--- config.mk ---
export PLATFORM = sky130hd
export DESIGN_NAME = pair_addr_sequencer
export DESIGN_NICKNAME = d
export VERILOG_FILES = /design/src/rtl/pair_addr_sequencer.sv
export SDC_FILE = /design/constraint.sdc
export NUM_CORES = 1
export LEC_CHECK = 0
export ABC_AREA = 1
export CAP_MARGIN = 20
export CORE_MARGIN = 5
export CORE_UTILIZATION = 65
export DETAILED_ROUTE_END_ITERATION = 10
export DONT_BUFFER_PORTS = 1
export PLACE_DENSITY = 0.81
export SETUP_SLACK_MARGIN = 0.02
export SLEW_MARGIN = 20
export SYNTH_ARGS = -nofsm -noshare
export SYNTH_HDL_FRONTEND = slang
export SYNTH_SLANG_ARGS = --single-unit
export TNS_END_PERCENT = 100
--- constraint.sdc ---
create_clock -name clk -period 3.2 [get_ports clk]
set_clock_uncertainty 0.2 [all_clocks]
set_input_delay 0.32 -clock clk [delete_from_list [all_inputs] [get_ports clk]]
set_output_delay 0.32 -clock clk [all_outputs]
set_load 0.03 [all_outputs]
--- src/rtl/pair_addr_sequencer.sv ---
// pair_addr_sequencer
// Walks a half-open range of pair indices [base, limit) and offers each pair
// as an even/odd address pair to a downstream memory with a valid/ready
// handshake. A run ends with a one-cycle done pulse, or earlier on abort.
// A start with an empty or inverted range is refused with a one-cycle err.
//
// Ports:
//   clk     - clock, rising edge
//   reset   - asynchronous reset, active low
//   start   - request a run (sampled only while idle)
//   abort   - cancel the current run
//   base    - first pair index (inclusive)
//   limit   - end pair index (exclusive)
//   ready   - downstream accepts the offered pair
//   addr_a  - even address {idx,0}
//   addr_b  - odd address  {idx,1}
//   valid   - a pair is offered
//   busy    - run in progress or finishing
//   done    - one-cycle pulse after the last accepted pair
//   err     - one-cycle pulse for a refused start
//   count   - pairs accepted in the current or last run
//
// state  | meaning
// -------+------------------------------------------------
// S_IDLE | waiting for start; addresses show the last idx
// S_RUN  | offering pair idx, valid=1
// S_DONE | one cycle after the last handshake, done=1
module pair_addr_sequencer #(
  parameter int PAIR_W = 13
) (
  input  logic              clk,
  input  logic              reset,
  input  logic              start,
  input  logic              abort,
  input  logic [PAIR_W-1:0] base,
  input  logic [PAIR_W-1:0] limit,
  input  logic              ready,
  output logic [PAIR_W:0]   addr_a,
  output logic [PAIR_W:0]   addr_b,
  output logic              valid,
  output logic              busy,
  output logic              done,
  output logic              err,
  output logic [PAIR_W:0]   count
);

  typedef enum logic [1:0] {
    S_IDLE = 2'd0,
    S_RUN  = 2'd1,
    S_DONE = 2'd2
  } state_t;

  localparam logic [PAIR_W-1:0] IDX_ONE = PAIR_W'(1);
  localparam logic [PAIR_W:0]   CNT_ONE = (PAIR_W + 1)'(1);

  state_t            state;
  logic [PAIR_W-1:0] idx;
  logic [PAIR_W-1:0] limit_q;
  logic [PAIR_W-1:0] last_idx;
  logic              at_last;

  // limit_q >= 1 whenever a run is active, so this never underflows in RUN.
  assign last_idx = limit_q - IDX_ONE;
  assign at_last  = (idx == last_idx);

  assign addr_a = {idx, 1'b0};
  assign addr_b = {idx, 1'b1};

  always_ff @(posedge clk or negedge reset) begin
    if (!reset) begin
      state   <= S_IDLE;
      idx     <= '0;
      limit_q <= '0;
      count   <= '0;
      valid   <= 1'b0;
      busy    <= 1'b0;
      done    <= 1'b0;
      err     <= 1'b0;
    end else begin
      err <= 1'b0;
      case (state)
        S_IDLE: begin
          done <= 1'b0;
          if (start) begin
            if (base < limit) begin
              limit_q <= limit;
              idx     <= base;
              count   <= '0;
              state   <= S_RUN;
              valid   <= 1'b1;
              busy    <= 1'b1;
            end else begin
              err <= 1'b1;
            end
          end
        end

        S_RUN: begin
          // A handshake always counts, even when abort lands in the same cycle.
          if (ready) begin
            count <= count + CNT_ONE;
            if (!at_last)
              idx <= idx + IDX_ONE;
          end
          if (abort) begin
            state <= S_IDLE;
            valid <= 1'b0;
            busy  <= 1'b0;
          end else if (ready && at_last) begin
            state <= S_DONE;
            valid <= 1'b0;
            done  <= 1'b1;
          end
        end

        S_DONE: begin
          state <= S_IDLE;
          busy  <= 1'b0;
          done  <= 1'b0;
        end

        default: begin
          state <= S_IDLE;
          valid <= 1'b0;
          busy  <= 1'b0;
          done  <= 1'b0;
        end
      endcase
    end
  end

endmodule

==> metrics.csv <==
metric,value,unit
grt_pass1_wl,13500,µm
die_h,82.4,µm
clkTransAtPathRegs,0.09,ns
top_usage_layer,met2,
ys_types,35,
postSynthNetCount,525,
drc,0,
slew_viol_final,0,
grt_use_met1,29.2,%
worst_setup_path_start_kind,primary input,
crit_required,3.19,ns
power_density,920,nW/µm²
ioPinCount,77,
cts_buffer_depth,2,
insertion_delay,0.30,ns
gp_congestion,0.860,
diodes,0,
port-buffer-count,0,
ys_seq_area_share,33.8,%
rsz0062_at_grt,false,
timing_worst_setup_path_type,in -> reg,
n_fill_cell,450,
cts_buffers,5,
synth.avg_cell_area,7.11,µm²
yosys.area_share.simple,34.0,%
area_delta_synth_final,7.31,%
start_util,66.7,%
cts_sinks,46,
setup_slack,0.340,ns
synth_top_family_by_area,simple AND/OR/NAND/NOR gates,
maxClockFrequency,350,MHz
syn_inst,479,
setup_viol,0,
grt_overflow,0,
synth_area_leaders,"dfrtp_1 34%, nand2_1 15%, nand3_1 6.6%",
crit_arrival,2.86,ns
met3_usage,8.68,%
place_hpwl,5880,µm
final-hold-violation-count,0,
die_area,6790,µm²
root_buffer,clkbuf_8,
synth_warnings,0,
wl_per_cell,14.7,µm
muxShareOfSynthArea,0,%
via_per_inst,5.48,
antenna_left,0,
slew_headroom,50.1,%
period_share,89.4,%
place_inst,533,
synthXorXnorAreaFrac,5.40,%
drive_above_1_share,8.64,%
core-area,5110,µm²
path_max_fanout,45,
track_usage,25.7,%
synthAdderAreaFrac,5.51,%
syn_area,3410,µm²
final_cell_count_no_fill,556,
synth_top_cell_by_area,dfrtp_1,
wirelength,8160,µm
preCtsSetupSlack,0.315,ns
hold_path.class,in -> reg,
p_leak,1.82,nW
maxCapViolCount,0,
drt_first_pass_iters,5,
grt_start_max_net_pins,47,
core.rowCount,26,
synth_compound_area_share,8.78,%
cts_tree,yes,
vias,3047,
outcome,completed,
die_width,82.4,µm
dr.first_iter.drc_count,189,
vdd_drop_max,605,µV
post-route-min-period,2.86,ns
htreeDepth,2,
finalSetupTns,0,ns
grt.met2_usage,46.8,%
synth-seq-cells,46,
final_nets,531,
synth_top_area_share,33.8,%
crit_path_end_kind,flop,
antenna_found_initial,0,
grt_pass1_vias,3005,
tightest_slew,0.749,ns
cts_setup_buffers,0,
[per-stage QoR]
step	hold WS, ns	cell area (µm²)	power (mW)	util (%)
2_1_floorplan	-0.176	3410	2.69	-
3_3_place_gp	-0.174	3380	2.88	66.3
3_5_place_dp	-0.174	3380	2.94	66.3
5_1_grt	0.0130	3660	3.65	71.6
4_1_cts	0.00627	3640	3.34	71.3
6_report	0.0119	3660	3.36	71.6
[cells in the final DEF (no fill, tap or decap), types with 9 or more instances in the layout]
cell type      Yosys  final
ha_1              15     15
nor3_1             9      9
inv_1             58     58
dlygate4sd3_1      0     14
a21oi_1           12     12
xor2_1            16     16
nor2_1            28     28
buf_4             15     11
nand2_1          139    139
nand3_1           45     45
o21ai_0           26     26
dfrtp_1           46     46
[state kept, by name, indices dropped and copies added, names as in the netlist]
name / count
count: 14
busy: 1
err: 1
limit_q: 13
idx: 13
done: 1
state: 2
valid: 1
[where the power goes]
part	switching (mW)	total, mW	internal [mW]
registers	0.390	1.16	0.768
logic	1.26	1.84	0.580
clock network	0.213	0.367	0.154
[cells in the mapped netlist (all sizes together)]
cell type / n
a31o: 1
o211ai: 1
nor2: 36
ha: 15
conb: 2
nor4: 2
o31ai: 7
inv: 60
buf: 24
dfrtp: 46
nor3: 10
nand3b: 1
nand4: 8
o21ai: 34
nand2: 148
a21oi: 12
nand3: 46
nor4b: 1
xor2: 16
xnor2: 5
clkbuf: 3
and3: 1
[cell type report]
cell class	instances	area (µm²)	area share, %
multi-input cells	346	1850	50.6
well taps	70	87.6	2.40
clock buffers	5	68.8	1.88
clock inverters	3	21.3	0.582
inverters	60	228	6.23
flip-flops and latches	46	1150	31.5
repair buffers	26	250	6.84
[critical path: stages]
cell and delay (ns):
dlygate4sd3_1 0.52, inv_1 0.05, ha_1 0.28, nand2_1 0.07, nor2_1 0.10, o21ai_0 0.08, o211ai_1 0.14, nand4_1 0.19
nand2_1 0.10, nand2_1 0.11, nand2_4 0.20, inv_4 0.13, nand2_8 0.24, nand2_4 0.17, nand2_1 0.09, nand2_1 0.05
[per-layer routing]
layer	vias to the layer above	wire length, µm	part of all wire (%)
met3	8	740	9.1
met2	112	4050	50
met5	-	0	0
met1	1401	3300	41
li1	1526	-	-
met4	0	63	0.77
[what timing repair did]
action,in CTS,in global routing
gates resized for setup,0,2
hold buffers,15,0
hold endpoints to repair,59,0
endpoints found under the setup margin,0,24
[final timing paths]
check	from	to	slack, ns	cells past startpoint
max	limit[4]	idx[3]	0.34	16
min	limit[9]	limit_q[9]	0.01	2
max reg2reg	limit_q[0]	idx[3]	0.57	15
min reg2reg	limit_q[12]	limit_q[12]	0.32	2
max in group asynchronous	reset	limit_q[2]	2.25	2
min in group asynchronous	reset	limit_q[0]	0.34	2
[cell families after synthesis]
logic type	after synthesis
xor+xnor	21
flops	46
compound gates	55
other cells	2
simple gates	253
fa+ha+maj	15
buf+inv	87
Power figures use the tool's default switching activity.
